--- src/rtl/seq_alu_if.sv ---
// Request/response bundle between pipeline control and seq_alu.
// master drives the operation request; slave returns results and status.
interface seq_alu_if #(
    parameter int WIDTH = 16
);
    logic             start;
    logic [2:0]       alu_op;
    logic [WIDTH-1:0] a;
    logic [WIDTH-1:0] b;
    logic [WIDTH-1:0] result;
    logic [WIDTH-1:0] hi;
    logic             carry;
    logic             zero;
    logic             div_by_zero;
    logic             busy;
    logic             done;

    modport master (
        output start, alu_op, a, b,
        input  result, hi, carry, zero, div_by_zero, busy, done
    );

    modport slave (
        input  start, alu_op, a, b,
        output result, hi, carry, zero, div_by_zero, busy, done
    );
endinterface

--- src/rtl/seq_alu.sv ---
// Execute-stage ALU: logic/add/sub/div-by-zero in 1 edge, MUL/DIV WIDTH+1 edges.
// start is ignored while busy; callers stall on busy and consume results on done.
module seq_alu #(
    parameter int WIDTH = 16
) (
    input  logic       clk,
    input  logic       rst_n,
    seq_alu_if.slave   alu_if
);
    localparam int CW = $clog2(WIDTH) + 1;

    localparam logic [2:0] OP_ADD = 3'b000;
    localparam logic [2:0] OP_SUB = 3'b001;
    localparam logic [2:0] OP_MUL = 3'b010;
    localparam logic [2:0] OP_DIV = 3'b011;
    localparam logic [2:0] OP_AND = 3'b100;
    localparam logic [2:0] OP_OR  = 3'b101;
    localparam logic [2:0] OP_XOR = 3'b110;

    typedef enum logic [1:0] {
        IDLE     = 2'd0,
        MUL_ITER = 2'd1,
        DIV_ITER = 2'd2
    } state_t;

    state_t             state_q;
    logic [CW-1:0]      cnt_q;
    logic [WIDTH-1:0]   opa_q;
    logic [WIDTH-1:0]   opb_q;
    logic [2*WIDTH-1:0] acc_q;
    logic [WIDTH-1:0]   result_q;
    logic [WIDTH-1:0]   hi_q;
    logic               carry_q;
    logic               zero_q;
    logic               dbz_q;
    logic               busy_q;
    logic               done_q;

    logic [WIDTH:0]     add_d;
    logic [WIDTH:0]     sub_d;
    logic [WIDTH-1:0]   sc_res_d;
    logic [WIDTH-1:0]   sc_hi_d;
    logic               sc_carry_d;
    logic [WIDTH:0]     mul_sum_d;
    logic [2*WIDTH-1:0] mul_acc_d;
    logic [WIDTH:0]     div_shift_d;
    logic [WIDTH:0]     div_diff_d;
    logic [2*WIDTH-1:0] div_acc_d;
    logic               last_step;

    always_comb begin
        add_d      = {1'b0, alu_if.a} + {1'b0, alu_if.b};
        sub_d      = {1'b0, alu_if.a} - {1'b0, alu_if.b};
        sc_res_d   = '0;
        sc_hi_d    = '0;
        sc_carry_d = 1'b0;
        case (alu_if.alu_op)
            OP_ADD: begin sc_res_d = add_d[WIDTH-1:0]; sc_carry_d = add_d[WIDTH]; end
            OP_SUB: begin sc_res_d = sub_d[WIDTH-1:0]; sc_carry_d = sub_d[WIDTH]; end
            OP_AND: sc_res_d = alu_if.a & alu_if.b;
            OP_OR:  sc_res_d = alu_if.a | alu_if.b;
            OP_XOR: sc_res_d = alu_if.a ^ alu_if.b;
            OP_DIV: begin sc_res_d = '1; sc_hi_d = alu_if.a; end
            default: sc_res_d = ~alu_if.a;
        endcase

        // Multiply: upper half accumulates, whole register shifts right each step.
        mul_sum_d = {1'b0, acc_q[2*WIDTH-1:WIDTH]}
                  + (opb_q[0] ? {1'b0, opa_q} : {(WIDTH+1){1'b0}});
        mul_acc_d = {mul_sum_d, acc_q[WIDTH-1:1]};

        // Divide: upper half is the remainder, lower half shifts dividend out / quotient in.
        div_shift_d = {acc_q[2*WIDTH-1:WIDTH], acc_q[WIDTH-1]};
        div_diff_d  = div_shift_d - {1'b0, opb_q};
        if (div_diff_d[WIDTH])
            div_acc_d = {div_shift_d[WIDTH-1:0], acc_q[WIDTH-2:0], 1'b0};
        else
            div_acc_d = {div_diff_d[WIDTH-1:0], acc_q[WIDTH-2:0], 1'b1};

        last_step = (cnt_q == CW'(WIDTH - 1));
    end

    always_ff @(posedge clk or negedge rst_n) begin
        if (!rst_n) begin
            state_q  <= IDLE;
            cnt_q    <= '0;
            opa_q    <= '0;
            opb_q    <= '0;
            acc_q    <= '0;
            result_q <= '0;
            hi_q     <= '0;
            carry_q  <= 1'b0;
            zero_q   <= 1'b1;
            dbz_q    <= 1'b0;
            busy_q   <= 1'b0;
            done_q   <= 1'b0;
        end else begin
            done_q <= 1'b0;
            case (state_q)
                IDLE: begin
                    if (alu_if.start) begin
                        if (alu_if.alu_op == OP_MUL) begin
                            opa_q   <= alu_if.a;
                            opb_q   <= alu_if.b;
                            acc_q   <= '0;
                            cnt_q   <= '0;
                            busy_q  <= 1'b1;
                            state_q <= MUL_ITER;
                        end else if (alu_if.alu_op == OP_DIV && alu_if.b != '0) begin
                            opb_q   <= alu_if.b;
                            acc_q   <= {{WIDTH{1'b0}}, alu_if.a};
                            cnt_q   <= '0;
                            busy_q  <= 1'b1;
                            state_q <= DIV_ITER;
                        end else begin
                            result_q <= sc_res_d;
                            hi_q     <= sc_hi_d;
                            carry_q  <= sc_carry_d;
                            zero_q   <= (sc_res_d == '0);
                            dbz_q    <= (alu_if.alu_op == OP_DIV);
                            done_q   <= 1'b1;
                        end
                    end
                end
                MUL_ITER: begin
                    acc_q <= mul_acc_d;
                    opb_q <= opb_q >> 1;
                    cnt_q <= cnt_q + 1'b1;
                    if (last_step) begin
                        result_q <= mul_acc_d[WIDTH-1:0];
                        hi_q     <= mul_acc_d[2*WIDTH-1:WIDTH];
                        carry_q  <= 1'b0;
                        zero_q   <= (mul_acc_d[WIDTH-1:0] == '0);
                        dbz_q    <= 1'b0;
                        done_q   <= 1'b1;
                        busy_q   <= 1'b0;
                        state_q  <= IDLE;
                    end
                end
                DIV_ITER: begin
                    acc_q <= div_acc_d;
                    cnt_q <= cnt_q + 1'b1;
                    if (last_step) begin
                        result_q <= div_acc_d[WIDTH-1:0];
                        hi_q     <= div_acc_d[2*WIDTH-1:WIDTH];
                        carry_q  <= 1'b0;
                        zero_q   <= (div_acc_d[WIDTH-1:0] == '0);
                        dbz_q    <= 1'b0;
                        done_q   <= 1'b1;
                        busy_q   <= 1'b0;
                        state_q  <= IDLE;
                    end
                end
                default: state_q <= IDLE;
            endcase
        end
    end

    assign alu_if.result      = result_q;
    assign alu_if.hi          = hi_q;
    assign alu_if.carry       = carry_q;
    assign alu_if.zero        = zero_q;
    assign alu_if.div_by_zero = dbz_q;
    assign alu_if.busy        = busy_q;
    assign alu_if.done        = done_q;
endmodule

--- src/flat_wrapper.sv ---
// flat-port wrapper written by rule: the top's interface ports become plain ports
module seq_alu_flat 
#(
    parameter int WIDTH = 16
)
  (clk, rst_n, alu_if_start, alu_if_alu_op, alu_if_a, alu_if_b, alu_if_result, alu_if_hi, alu_if_carry, alu_if_zero, alu_if_div_by_zero, alu_if_busy, alu_if_done);
  seq_alu_if #(.WIDTH(WIDTH)) alu_if_i ();
  input  logic clk;
  input  logic rst_n;
  input wire logic [$bits(alu_if_i.start)-1:0] alu_if_start;
  input wire logic [$bits(alu_if_i.alu_op)-1:0] alu_if_alu_op;
  input wire logic [$bits(alu_if_i.a)-1:0] alu_if_a;
  input wire logic [$bits(alu_if_i.b)-1:0] alu_if_b;
  output wire logic [$bits(alu_if_i.result)-1:0] alu_if_result;
  output wire logic [$bits(alu_if_i.hi)-1:0] alu_if_hi;
  output wire logic [$bits(alu_if_i.carry)-1:0] alu_if_carry;
  output wire logic [$bits(alu_if_i.zero)-1:0] alu_if_zero;
  output wire logic [$bits(alu_if_i.div_by_zero)-1:0] alu_if_div_by_zero;
  output wire logic [$bits(alu_if_i.busy)-1:0] alu_if_busy;
  output wire logic [$bits(alu_if_i.done)-1:0] alu_if_done;
  assign alu_if_i.start = alu_if_start;
  assign alu_if_i.alu_op = alu_if_alu_op;
  assign alu_if_i.a = alu_if_a;
  assign alu_if_i.b = alu_if_b;
  assign alu_if_result = alu_if_i.result;
  assign alu_if_hi = alu_if_i.hi;
  assign alu_if_carry = alu_if_i.carry;
  assign alu_if_zero = alu_if_i.zero;
  assign alu_if_div_by_zero = alu_if_i.div_by_zero;
  assign alu_if_busy = alu_if_i.busy;
  assign alu_if_done = alu_if_i.done;
  seq_alu #(.WIDTH(WIDTH)) u_core (.clk(clk), .rst_n(rst_n), .alu_if(alu_if_i));
endmodule
--- config.mk ---
export PLATFORM = sky130hd
export DESIGN_NAME = seq_alu_flat
export DESIGN_NICKNAME = d
export VERILOG_FILES = /design/src/rtl/seq_alu_if.sv /design/src/rtl/seq_alu.sv /design/src/flat_wrapper.sv
export SDC_FILE = /design/constraint.sdc
export NUM_CORES = 1
export LEC_CHECK = 0
export CAP_MARGIN = 20
export CORE_ASPECT_RATIO = 0.5
export CORE_MARGIN = 2
export CORE_UTILIZATION = 60
export CTS_CLUSTER_DIAMETER = 30
export CTS_CLUSTER_SIZE = 8
export DETAILED_ROUTE_END_ITERATION = 10
export PLACE_DENSITY = 0.78
export SKIP_CTS_REPAIR_TIMING = 1
export SKIP_LAST_GASP = 1
export SLEW_MARGIN = 20
export SYNTH_ARGS = -nofsm -noshare
export SYNTH_HDL_FRONTEND = slang
export SYNTH_SLANG_ARGS = --single-unit
--- constraint.sdc ---
create_clock -name clk -period 4 [get_ports clk]
set_clock_uncertainty 0.15 [all_clocks]
set_input_delay 0.8 -clock clk [delete_from_list [all_inputs] [get_ports clk]]
set_output_delay 0.8 -clock clk [all_outputs]
set_load 0.05 [all_outputs]
Yosys cells after proc, flatten, opt, wreduce, memory -nomap -nowiden
Index checks and enable logic that the tools add are counted.
{"block": "totals", "ff_bits": 108, "latch_bits": 0, "ramBits": 0, "romBits": 0, "inputBits": 38, "out_inout_bits": 37, "elab_cells": 114, "mem_count": 0}
{"block": "classes", "add_sub_neg": 5, "n_mul": 0, "div_mod_pow": 0, "n_lt_le_gt_ge": 0, "n_eq_ne": 16, "shifts": 0, "muxes": 58, "bitwise_logic": 4, "n_reduce_logical": 19}
{"op": "two-way mux 16 bit", "count": 15}
{"op": "two-way mux 32 bit", "count": 4}
{"op": "one-hot mux 16 bit (3 select lines)", "count": 2}
{"op": "one-hot mux 16 bit (6 select lines)", "count": 1}
{"op": "one-hot mux 32 bit (3 select lines)", "count": 1}
{"op": "zero test 16 bit", "count": 3}
{"op": "one-hot mux 16 bit (2 select lines)", "count": 1}
{"op": "two-way mux 1 bit", "count": 19}
{"op": "adder 16 x 16 -> 17 bit", "count": 1}
{"op": "adder 16 x 17 -> 17 bit", "count": 1}
{"op": "subtractor 16 x 16 -> 17 bit", "count": 1}
{"op": "subtractor 17 x 16 -> 17 bit", "count": 1}
{"op": "bitwise AND 16 bit", "count": 1}
{"op": "NOT 16 bit", "count": 1}
{"op": "bitwise OR 16 bit", "count": 1}
{"op": "nonzero test 16 bit", "count": 1}
{"op": "XOR 16 bit", "count": 1}
{"op": "two-way mux 5 bit", "count": 3}
{"op": "AND reduction 3 bit", "count": 5}
{"op": "one-hot mux 1 bit (2 select lines)", "count": 5}
{"op": "one-hot mux 5 bit (2 select lines)", "count": 1}
{"op": "== test 3 bit, second input constant", "count": 3}
{"op": "two-way mux 2 bit", "count": 4}
{"op": "== test 3 x 2 -> 1 bit, second input constant", "count": 2}
{"op": "other kinds (19)", "count": 24}

Longest topological paths before layout
{"block": "depth", "depth_word": 7, "ltp_mapped": 14, "depth_no_buf": 13}

Worst setup path before layout
Ideal clock, no wire load.
{"block": "synth_timing", "path_kind": "input to register", "from": "input alu_if_b[8]", "to": "register u_core.zero_q (netlist: u_core.alu_if.zero)", "setup_ns": 0.072, "arrival_ns": 3.368, "required_ns": 3.778, "path_slack_ns": 0.410, "stages": 13, "path_buffers": 2, "cell_sequence": "inv_1 ha_1 buf_6 and2_1 buf_6 a2111oi_4 a31oi_1 a2111oi_0 o31a_1 o31a_1 nand4b_1 or4b_1 o21ai_1"}
{"block": "synth_between", "elab_chain_cells": 7, "elab_cells_between_ends": 15, "classes_between": "add/sub: 2; eq/ne: 1; mux: 5; bitwise: 3; reduce/logical: 4"}
{"item": "start: declaration", "line_no": "flat_wrapper.sv:13", "source": "input wire logic [$bits(alu_if_i.b)-1:0] alu_if_b;"}
{"item": "subtractor 16 x 16 -> 17 bit, or another cell as far along", "line_no": "seq_alu.sv:53", "source": "sub_d = {1'b0, alu_if.a} - {1'b0, alu_if.b};"}
{"item": "one-hot mux 16 bit (6 select lines)", "line_no": "seq_alu.sv:57", "source": "case (alu_if.alu_op)"}
{"item": "zero test 16 bit", "line_no": "seq_alu.sv:119", "source": "zero_q <= (sc_res_d == '0);"}
{"item": "two-way mux 1 bit", "line_no": "seq_alu.sv:109", "source": "end else if (alu_if.alu_op == OP_DIV && alu_if.b != '0) begin"}
{"item": "two-way mux 1 bit", "line_no": "seq_alu.sv:102", "source": "if (alu_if.alu_op == OP_MUL) begin"}
{"item": "two-way mux 1 bit", "line_no": "seq_alu.sv:101", "source": "if (alu_if.start) begin"}
{"item": "one-hot mux 1 bit (3 select lines)", "line_no": "seq_alu.sv:99", "source": "case (state_q)"}
{"item": "end signal: assignment", "line_no": "seq_alu.sv:119"}
{"item": "end signal: assignment", "line_no": "seq_alu.sv:133", "source": "zero_q <= (mul_acc_d[WIDTH-1:0] == '0);"}
{"item": "end signal: assignment", "line_no": "seq_alu.sv:147", "source": "zero_q <= (div_acc_d[WIDTH-1:0] == '0);"}
{"item": "end: declaration", "line_no": "seq_alu.sv:34", "source": "logic zero_q;"}
Several ways; a longest one is shown, not always the timed one. The select of a mux whose other input is x is not followed.
A chain may end at the register's enable or synchronous reset.

Worst setup path in the final report
{"block": "layout_timing", "from": "input alu_if_b[9]", "to": "register u_core.zero_q (netlist: u_core.alu_if.zero)"}
Same word-level chain as after synthesis.

==> metrics.txt <==
Synth top area share 0.273; register area share after synthesis 0.276; fin crit share 1.00; Ports 75; CP max FO 6; Initial Util 0.624; post-synth top area cell dfrtp_1; top cells by count, synth nand2_1, nor2_1, dfrtp_1; CP required 4140 ps; Top FF cell, synth dfrtp_1; EDFF count, synth 0; CP cell instances clkdlybuf4s50_1 -> inv_1 -> ha_1 -> buf_4 -> nor3_1 -> o211ai_1 -> a311oi_2 -> nor2_1 -> a21oi_1 -> a221oi_1 -> buf_4 -> or4b_1 -> o21ai_1; Final GP Congestion 1.06; Post-synth ARST share 1.00; total power 7780 uW; final std cells w/o fill 1,631; Clk pwr share 0.119; GRT overflow 0; full die area 17,400 um^2; GRT Total Usage 0.402; DIE HEIGHT 94.4 um; crit-path leading delay family buffers and inverters; worst skew pair latency 350 ps; outcome complete, but fails checks; pwr dens 636 nW/um^2; Largest stage delay, worst path 620 ps; root buffer cell clkbuf_16; vias 10,564; TritonCTS Buffers 9; CP Launch Type primary input; initial antenna violation count 0; crit end category flip-flop; synthesized area per cell 8.10 um^2; most frequent cell after synthesis nand2_1; ratio of cells with drive above 1 in the final layout 0.185; Reg power frac 0.251; Port-buffer cells 74; Post-Syn Area 9800 um^2; antenna-violating nets left 0; Row Count 32; Area Growth Syn to Fin 24.9%; starting DRC count in detailed routing 1,190; core box area 15,700 um^2; Worst Tran Pin Value 1100 ps; first-pass GRT wire length 53,400 um; TritonCTS clock tree yes; Syn Inst Count 1,209; failing checks negative setup slack; 1st-pass router iterations 5; Vias/cell 6.48; Gate power share 0.630; drt drc 0; clock transition at the registers of the reported paths 70 ps; critical-path cell with the highest stage delay clkdlybuf4s50_1; final wirelength 34,700 um; P_leak 0.00561 uW; vias in the first global route 10,022; Finish-stage setup viols 1; fin nets 1,537; WL/cell 21.2 um; Switching Share 0.497; #FFs+latches synth 108; worst vdd ir 0.000419 V; FMAX 0.249 GHz; setup ws final -12.3 ps; Cells after DPL 1,614; Int Power 3910 uW; Max Root-Sink Buffers 2; H-tree depth 3; dpl hpwl 26,500 um; CP most frequent cell buf_4; critical path arrival 4150 ps; syn nets 1,341; Sum Neg Setup Slack -12.3 ps; MaxCap Viol Count 0; Switch Pwr 3870 uW; unrepaired setup endpoints after global routing yes; Distinct cells, synth 86; number of warnings issued by yosys 0; Slew Limit Fails 0; largest net degree at the start of global routing 65; clk sinks 108; Final Hold Vio Count 0; CP bufs+invs 4; fin crit period 4010 ps; largest cells by area after synthesis dfrtp_1, ha_1, a21oi_1; Worst Hold Class reg2reg; ant diodes 0; overall die width 185 um; worst setup path class in2reg; headroom to the max-slew limit 0.263
## logic make-up (layout without fill, tap and decap cells)
logic type                 count (synthesis)  in the layout  share of synthesized area
AOI/OAI and AO/OA                        394            394                      0.269
and+or+nand+nor                          382            382                      0.183
buffers and inverters                    154            355                     0.0690
DFF                                      108            108                      0.276
adders and majority gates                 94             94                      0.123
muxes                                     53             53                     0.0579
xor gates and xnor gates                  24             24                     0.0222
## final cells by class
cell class	instances	area, um^2
multi-input cells	947	6500
fillers	1148	3460
flip-flops and latches	108	2700
repair buffers	253	2120
inverters	86	323
well taps	221	277
clock buffers	12	256
clock inverters	4	47.5
## through the flow
| stage | cell area [um^2] | util | worst slack [ps] | hold WS (ps) |
|---|---|---|---|---|
| 2_1_floorplan | 9800 | - | 410 | 299 |
| 3_3_place_gp | 11900 | 0.755 | -511 | 301 |
| 3_5_place_dp | 11900 | 0.755 | -530 | 320 |
| 4_1_cts | 12200 | 0.775 | -197 | 334 |
| 5_1_grt | 12200 | 0.779 | -133 | 347 |
| 6_report | 12200 | 0.779 | -12.3 | 332 |
## layout by cell type (no fill, tap or decap), drive strengths merged, types with 10 or more instances in the layout
master and count:
a31oi 34, o21bai 11, a21oi 102, inv 84, a21o 15, a211oi 18, nor3 21, nand2b 14
o21a 10, nand2 127, clkbuf 12, o22ai 12, nand3 23, clkdlybuf4s50 71, a22o 15, and2 23
a221oi 13, buf 180, nor4 13, o21ai 73, dfrtp 107, mux2i 33, nor2 109, xnor2 18
nor2b 13, ha 90, mux2 19, o211ai 15
## worst register-to-register path: stages (launching register included)
cell and delay, ps:
dfrtp_1 440, inv_1 140, ha_1 180, inv_1 60
fa_1 460, a211oi_2 310, o21ai_0 180, a311o_1 340
a31oi_2 320, xnor2_4 250, buf_12 210, mux2i_1 250
o22ai_1 180, a21oi_1 170, o21ai_0 90
## power by group through the flow
stage / registers (uW) / clock network, uW / logic [uW]
5_1_grt: 1980 / 976 / 5260
3_5_place_dp: 1940 / 0 / 4710
4_1_cts: 1930 / 923 / 4770
2_1_floorplan: 2400 / 0 / 2660
6_report: 1950 / 927 / 4900
3_3_place_gp: 1900 / 0 / 4590
## sequential cells by signal (all words and copies together), names as in the netlist
name / cells
u_core.alu_if.done: 1
u_core.opb_q: 16
u_core.alu_if.zero: 1
u_core.alu_if.hi: 16
u_core.alu_if.carry: 1
u_core.opa_q: 16
u_core.alu_if.result: 16
u_core.alu_if.busy: 1
u_core.cnt_q: 5
u_core.alu_if.div_by_zero: 1
u_core.state_q: 2
u_core.acc_q: 32
## final timing paths
| kind | startpoint | endpoint | slack, ps | cells past startpoint |
|---|---|---|---|---|
| max reg2reg | u_core.acc_q[15] | u_core.alu_if.hi[4] | 150 | 14 |
| max | alu_if_b[9] | u_core.alu_if.zero | -10 | 13 |
| min | u_core.alu_if.hi[3] | u_core.alu_if.hi[3] | 330 | 2 |
| min in group asynchronous | rst_n | u_core.alu_if.result[2] | 390 | 1 |
| max in group asynchronous | rst_n | u_core.alu_if.zero | 2400 | 2 |
| min reg2reg | u_core.alu_if.hi[3] | u_core.alu_if.hi[3] | 330 | 2 |
## metal layers
| metal | up-vias | global-route usage | part of all wire | routed length, um |
|---|---|---|---|---|
| li1 | 4762 | - | - | - |
| met1 | 5010 | 0.553 | 0.41 | 14200 |
| met2 | 683 | 0.629 | 0.43 | 14800 |
| met3 | 109 | 0.0929 | 0.13 | 4520 |
| met4 | 0 | 0.134 | 0.031 | 1080 |
| met5 | - | 0 | 0 | 0 |
Power figures use the tool's default switching activity.
